### src/rtl/cgra_sram_bank_arbiter.sv
// Round-robin arbiter sharing one single-port CGRA SRAM bank between
// NumPorts requesters. Grants are combinational and the response is
// returned one cycle after the grant. A sleep/wake sequencer drains the
// bank before it enters retention and holds grants off for a settle time
// after it leaves retention.
module cgra_sram_bank_arbiter #(
  parameter int NumPorts   = 2,
  parameter int NumWords   = 1024,
  parameter int WakeCycles = 4,
  parameter int AddrWidth  = $clog2(NumWords)
) (
  input  logic                          clk_i,
  input  logic                          rst_i,
  input  logic [NumPorts-1:0]           req_i,
  input  logic [NumPorts-1:0]           we_i,
  input  logic [NumPorts*AddrWidth-1:0] addr_i,
  input  logic [NumPorts*32-1:0]        wdata_i,
  input  logic [NumPorts*4-1:0]         be_i,
  output logic [NumPorts-1:0]           gnt_o,
  output logic [NumPorts-1:0]           rvalid_o,
  output logic [31:0]                   rdata_o,
  input  logic                          sleep_req_i,
  output logic                          sleep_ack_o,
  output logic                          mem_req_o,
  output logic                          mem_we_o,
  output logic [AddrWidth-1:0]          mem_addr_o,
  output logic [31:0]                   mem_wdata_o,
  output logic [3:0]                    mem_be_o,
  input  logic [31:0]                   mem_rdata_i,
  output logic                          set_retentive_o
);

  localparam int PtrW = (NumPorts > 1) ? $clog2(NumPorts) : 1;

  typedef enum logic [1:0] {
    ST_ACTIVE = 2'd0,
    ST_DRAIN  = 2'd1,
    ST_RET    = 2'd2,
    ST_WAKE   = 2'd3
  } state_t;

  state_t              r_state;
  logic [PtrW-1:0]     r_ptr;
  logic [NumPorts-1:0] r_rvalid;
  logic [7:0]          r_wake_cnt;
  logic                r_sleep_ack;
  logic                r_set_ret;

  logic                w_arb_en;
  logic                w_found;
  logic                w_hit;
  logic [NumPorts-1:0] w_gnt;
  logic [PtrW-1:0]     w_next_ptr;
  logic                w_mem_we;
  logic [AddrWidth-1:0] w_mem_addr;
  logic [31:0]         w_mem_wdata;
  logic [3:0]          w_mem_be;

  // Round-robin scan: offsets are visited in order starting at the pointer,
  // so the first requesting port at the smallest offset wins. Grants are
  // only possible in ACTIVE with no sleep request, which gives sleep priority.
  always_comb begin
    w_arb_en   = (r_state == ST_ACTIVE) && !sleep_req_i;
    w_gnt      = '0;
    w_found    = 1'b0;
    w_hit      = 1'b0;
    w_next_ptr = r_ptr;
    for (int off = 0; off < NumPorts; off++) begin
      for (int p = 0; p < NumPorts; p++) begin
        w_hit      = w_arb_en && !w_found && req_i[p] &&
                     (r_ptr == PtrW'((p + NumPorts - off) % NumPorts));
        w_gnt[p]   = w_gnt[p] | w_hit;
        w_next_ptr = w_hit ? PtrW'((p + 1) % NumPorts) : w_next_ptr;
        w_found    = w_found | w_hit;
      end
    end
  end

  // Payload mux: AND-OR selection by the one-hot grant, so idle cycles
  // drive all-zero data towards the bank.
  always_comb begin
    w_mem_we    = 1'b0;
    w_mem_addr  = '0;
    w_mem_wdata = 32'd0;
    w_mem_be    = 4'd0;
    for (int p = 0; p < NumPorts; p++) begin
      w_mem_we    = w_mem_we | (we_i[p] & w_gnt[p]);
      w_mem_addr  = w_mem_addr | (addr_i[p*AddrWidth +: AddrWidth] & {AddrWidth{w_gnt[p]}});
      w_mem_wdata = w_mem_wdata | (wdata_i[p*32 +: 32] & {32{w_gnt[p]}});
      w_mem_be    = w_mem_be | (be_i[p*4 +: 4] & {4{w_gnt[p]}});
    end
  end

  assign gnt_o           = w_gnt;
  assign mem_req_o       = |w_gnt;
  assign mem_we_o        = w_mem_we;
  assign mem_addr_o      = w_mem_addr;
  assign mem_wdata_o     = w_mem_wdata;
  assign mem_be_o        = w_mem_be;
  assign rvalid_o        = r_rvalid;
  assign rdata_o         = mem_rdata_i;
  assign sleep_ack_o     = r_sleep_ack;
  assign set_retentive_o = r_set_ret;

  // Retention sequencer, round-robin pointer and response register. The
  // retention outputs are registered and change on entry to RET / WAKE.
  always_ff @(posedge clk_i) begin
    if (rst_i) begin
      r_state     <= ST_ACTIVE;
      r_ptr       <= '0;
      r_rvalid    <= '0;
      r_wake_cnt  <= 8'd0;
      r_sleep_ack <= 1'b0;
      r_set_ret   <= 1'b0;
    end else begin
      r_rvalid <= w_gnt;
      r_ptr    <= w_next_ptr;
      case (r_state)
        ST_ACTIVE: begin
          if (sleep_req_i) begin
            r_state <= ST_DRAIN;
          end else begin
            r_state <= ST_ACTIVE;
          end
        end
        ST_DRAIN: begin
          // The bank is idle by now; any last response leaves this cycle.
          r_state     <= ST_RET;
          r_set_ret   <= 1'b1;
          r_sleep_ack <= 1'b1;
        end
        ST_RET: begin
          if (!sleep_req_i) begin
            r_state     <= ST_WAKE;
            r_wake_cnt  <= 8'(WakeCycles);
            r_set_ret   <= 1'b0;
            r_sleep_ack <= 1'b0;
          end else begin
            r_state <= ST_RET;
          end
        end
        ST_WAKE: begin
          // Sleep requests here are ignored; ACTIVE picks them up at once.
          if (r_wake_cnt <= 8'd1) begin
            r_state    <= ST_ACTIVE;
            r_wake_cnt <= 8'd0;
          end else begin
            r_wake_cnt <= r_wake_cnt - 8'd1;
          end
        end
        default: begin
          r_state     <= ST_ACTIVE;
          r_wake_cnt  <= 8'd0;
          r_set_ret   <= 1'b0;
          r_sleep_ack <= 1'b0;
        end
      endcase
    end
  end

endmodule
### config.mk
export PLATFORM = sky130hd
export DESIGN_NAME = cgra_sram_bank_arbiter
export DESIGN_NICKNAME = d
export VERILOG_FILES = /design/src/rtl/cgra_sram_bank_arbiter.sv
export SDC_FILE = /design/constraint.sdc
export NUM_CORES = 1
export LEC_CHECK = 0
export CORE_AREA = 3 3 84 86
export CTS_BUF_LIST = sky130_fd_sc_hd__clkbuf_8
export DETAILED_ROUTE_END_ITERATION = 6
export DIE_AREA = 0 0 87 89
export GPL_TIMING_DRIVEN = 0
export PLACE_DENSITY = 0.87
export SYNTH_ARGS = -nofsm -noshare
export SYNTH_HDL_FRONTEND = slang
export SYNTH_SLANG_ARGS = --single-unit
### constraint.sdc
create_clock -name clk_i -period 5.05 [get_ports clk_i]
set_input_delay 1.2625 -clock clk_i [delete_from_list [all_inputs] [get_ports clk_i]]
set_output_delay 1.2625 -clock clk_i [all_outputs]
set_load 0.01 [all_outputs]
After elaboration in Yosys (flattened, before gate mapping)
Cells that the tools add are included.

cells by class
  reductions and logical operators = 24
  $add $sub $neg = 1
  multiplexer cells = 12
  order comparisons = 1
  bitwise operators = 17
  equality and inequality tests = 5

operator list
  cell                   number
  $and A32 B32 Y32       2
  $or A32 B32 Y32        1
  $and A10 B10 Y10       2
  $mux W8                2
  $pmux W8 S2            1
  $logic_and A1 B1 Y1    12
  $or A10 B10 Y10        1
  $and A4 B4 Y4          2
  $le A8 B1 Y1 const B   1
  $pmux W2 S4            1
  $sub A8 B1 Y8 const B  1
  $mux W1                6
  $or A1 B1 Y1           5
  $eq A2 B2 Y1 const B   2
  $logic_not A1 Y1       4
  $ne A2 B2 Y1 const B   2
  $or A4 B4 Y4           1
  $reduce_and A2 Y1      2
  $reduce_bool A2 Y1     2
  $reduce_or A2 Y1       2
  $reduce_bool A3 Y1     1
  $and A1 B1 Y1          2
  $eq A2 B1 Y1 const B   1
  $logic_not A2 Y1       1
  3 further kinds        3

word-level totals
  input bits = 131
  logic and storage cells = 65
  bits in registers = 14
  output and inout bits = 86

Depth between registers and ports, before layout
  word-level depth = 21
  mapped depth = 8
  depth with buffers taken out = 6

Least setup slack after synthesis
OpenSTA, ideal clock, no wires.

  kind = input port to output port
  start = input port sleep_req_i
  end = output port mem_wdata_o[16]
  buffers on the path = 2
  slack = 1.429 ns
  data arrival time = 2.358 ns
  stages = 6
  required time = 3.788 ns
  cell sequence = nor2b_1 -> nand2_1 -> a21oi_1 -> buf_2 -> buf_2 -> a22o_1

between the ends
  word-level cells in the longest chain between the ends = 21
  elaborated cells between the ends (all ways) = 23
  those cells by class = bitwise: 7; reduce/logical: 16

RTL lines
  item                              RTL line  text
  start, declared                   22        input logic sleep_req_i,
  $logic_not A1 Y1 *                --
  $logic_and A1 B1 Y1 *             63        w_arb_en = (r_state == ST_ACTIVE) && !sleep_req_i;
  $logic_and A1 B1 Y1 (2 in a row)  70        w_hit = w_arb_en && !w_found && req_i[p] &&
  $logic_not A1 Y1                  70
  $logic_and A1 B1 Y1 (3 in a row)  70
  $or A1 B1 Y1                      74        w_found = w_found | w_hit;
  $logic_not A1 Y1                  70
  $logic_and A1 B1 Y1 (3 in a row)  70
  $or A1 B1 Y1                      74
  $logic_not A1 Y1                  70
  $logic_and A1 B1 Y1 (3 in a row)  70
  $or A1 B1 Y1                      72        w_gnt[p] = w_gnt[p] | w_hit;
  $and A32 B32 Y32                  89        w_mem_wdata = w_mem_wdata | (wdata_i[p*32 +: 32] & {32{w_gnt[p]}});
  $or A32 B32 Y32 *                 89
  end, declared                     27        output logic [31:0] mem_wdata_o,

Every way passes the cells marked *; elsewhere a longest branch is shown, timed or not.

Worst setup path after layout
  start = input port sleep_req_i
  end = output port mem_wdata_o[18]

The elaborated chain is that of the path after synthesis.

==> flow_summary.yaml <==
sta:
  finalHoldViolCount: 0
  relSlewSlack: 0.7031
  finalMaxSlewViolations: 0
  final.setup.tns_ns: 0
  fmax_ghz: 0.2085
  timing.hold.ws_ns: 0.5086
  setup_violations: 0
  grt_setup_unrepaired: "false"
  finalCriticalPeriod_ns: 4.796
  setup_slack_ns: 0.2545
  fin_skew_ns: 0.0008557
  worst_pin_slew_ns: 0.4453
  finalCritPeriodShare: 0.9496
logic_synthesis:
  async_reset_ff_frac: 0
  synth_top_flop_cell: "dfxtp_1"
  synth_nets: 312
  netlist_top_cells_area: "a22o_1, dfxtp_1, buf_4"
  yosys_warnings: 0
  synth_seq_cells: 14
  synth_edf_count: 0
  yosysUniqueCellTypes: 28
  syn_inst: 174
  yosysSeqAreaShare: 0.1929
  syn_avg_cell_area_sq_um: 8.349
  synth_area_leader_cell: "a22o_1"
  synth_top_area_frac: 0.2834
  syn_area_sq_um: 1453
final_layout:
  layout-drive-gt1-share: 0.1302
  diodes: 0
  final_nets: 501
  layout_commonest_cell: "clkdlybuf4s50_1"
  final_cell_mix: "clkdlybuf4s50_1, a22o_1, buf_4, nor2_1, dfxtp_1"
  area_growth_pct: 137.0
route:
  drt-initial-drc-count: 17
  vias: 2021
  totalWireLength_mm: 6.686
  vias_per_cell: 4.614
  avgRoutedWirePerCell_microns: 15.26
  first_pass_iters: 3
  ant_nets: 0
  drc: 0
die:
  io_pins: 217
  rows: 29
  die_x_microns: 87
  initial_core_util: 0.2288
  die_h_microns: 89
  coreArea_sq_um: 6350
  dieArea_sq_um: 7743
power_and_ir_drop:
  total_power_mw: 0.5851
  p_sw_frac: 0.3135
  power.switching_mw: 0.1834
  leakage_nw: 1.390
  combPwrFrac: 0.610
  pwr-share-seq: 0.232
  intPower_mw: 0.4017
  power_frac_clock: 0.158
  p_per_area_nw_per_um2: 170.0
  ir_drop_mv: 0.09842
clock_tree:
  cts_buffers: 3
  cts_root_buf: "clkbuf_8"
  path_clk_slew_ns: 0.06
  hold_buffers: 0
  clk_latency_ns: 0.24
  cts_buffer_depth: 2
  cts_sinks: 14
  cts_tree: "built"
  h-tree-depth: 1
global_route:
  grt_use_total: 0.1493
  grt_pass1_vias: 1984
  grt_start_max_net_pins: 11
  antenna_found_initial: 0
  grt_pass1_wl_mm: 9.328
  grt-ovfl-total: 0
placement:
  io_buffers: 184
  gp_congestion: 0.7459
  dp_slack_ns: 0.01534
  dp_hpwl_mm: 5.840
run_status:
  status: "complete, no violations"
setup_path:
  critical_path.startpoint: "sleep_req_i"
  crit_arrival_ns: 3.53
  crit_path_end_kind: "output port"
  critPathLaunchType: "primary input"
  cp.required_ns: 3.79
  cp_max_fo: 10
  rr_startpoint: "r_state[0]$_SDFFE_PP0P_"
  worstSetupPathType: "in -> out"
  worst-r2r-setup-slack_ns: 3.22
flow_run:
  cap_violations: 0
hold_path:
  worstHoldStart: "r_wake_cnt[1]$_SDFFE_PP0P_"
  hold_path.class: "reg -> reg"
-- path summary, 6_finish.rpt --
check | cells after the start | endpoint
worst max register to register | 6 | r_wake_cnt[1]$_SDFFE_PP0P_
worst min-delay path | 2 | r_wake_cnt[1]$_SDFFE_PP0P_
worst max-delay path | 8 | mem_wdata_o[18]
worst min register to register | 2 | r_wake_cnt[1]$_SDFFE_PP0P_
-- what timing repair did --
action / CTS / global route
setup endpoints to repair: 0 / 31
resized for setup: 0 / 3
setup buffers: 0 / 0
endpoints found under the hold margin: 0 / 0
-- power groups by stage --
stage | logic (mW) | clock network, mW | registers [mW]
final | 0.357 | 0.0924 | 0.136
after global routing | 0.387 | 0.0986 | 0.138
after CTS | 0.360 | 0.0935 | 0.136
after detailed placement | 0.358 | 0 | 0.138
after global placement | 0.352 | 0 | 0.137
after floorplan | 0.156 | 0 | 0.137
-- cells in the mapped netlist (all sizes together), types with 2 or more instances --
library cell	number
a22o	47
buf	37
nor2	15
dfxtp	14
ha	7
nor2b	7
a21oi	6
clkbuf	6
inv	5
xor2	5
o21ai	4
nand2	3
o211ai	3
a211oi	2
a21o	2
-- flip-flops by register name, summed over array words and instances, names as in the netlist --
signal           count
r_ptr                1
r_wake_cnt           8
r_state              2
set_retentive_o      1
rvalid_o             2
-- layer usage --
| metal | share of wire | routed length [microns] | global-route usage |
|---|---|---|---|
| met5 | 0 | 0 | 0 |
| met4 | 0.0097 | 65 | 0.03824 |
| met1 | 0.34 | 2245 | 0.1580 |
| met2 | 0.54 | 3605 | 0.2809 |
| met3 | 0.12 | 769 | 0.05253 |
-- layout make-up --
type	instances	area [sq um]
buffer	43	290.3
clock buffer	3	41.29
fill	597	2908
inverter	5	18.77
multi-input combinational	112	873.3
sequential	14	280.3
tap	77	96.34
timing repair buffer	184	1842
-- through the flow --
step	cell area [sq um]	instances	util
2_1_floorplan	1453	174	-
3_3_place_gp	3391	435	0.5340
3_5_place_dp	3391	435	0.5340
4_1_cts	3432	438	0.5405
5_1_grt	3442	438	0.5421
6_report	3442	438	0.5421
-- kinds of logic after synthesis --
family          count (synthesis)  share of synthesized area
buf+inv                        48                     0.2128
xor+xnor                        6                    0.03618
flops                          14                     0.1929
simple gates                   31                     0.1059
compound gates                 67                     0.3850
fa+ha+maj                       7                    0.06029
mux                             1                   0.006891
-- worst max-delay path: stages --
cell and delay, ns:
clkdlybuf4s50_1 0.49, nor2b_2 0.23, nand2_1 0.10, a21oi_2 0.19, buf_2 0.28, buf_2 0.26, a22o_1 0.18, clkdlybuf4s50_1 0.54
No activity file was read; power rests on OpenSTA's default activity.
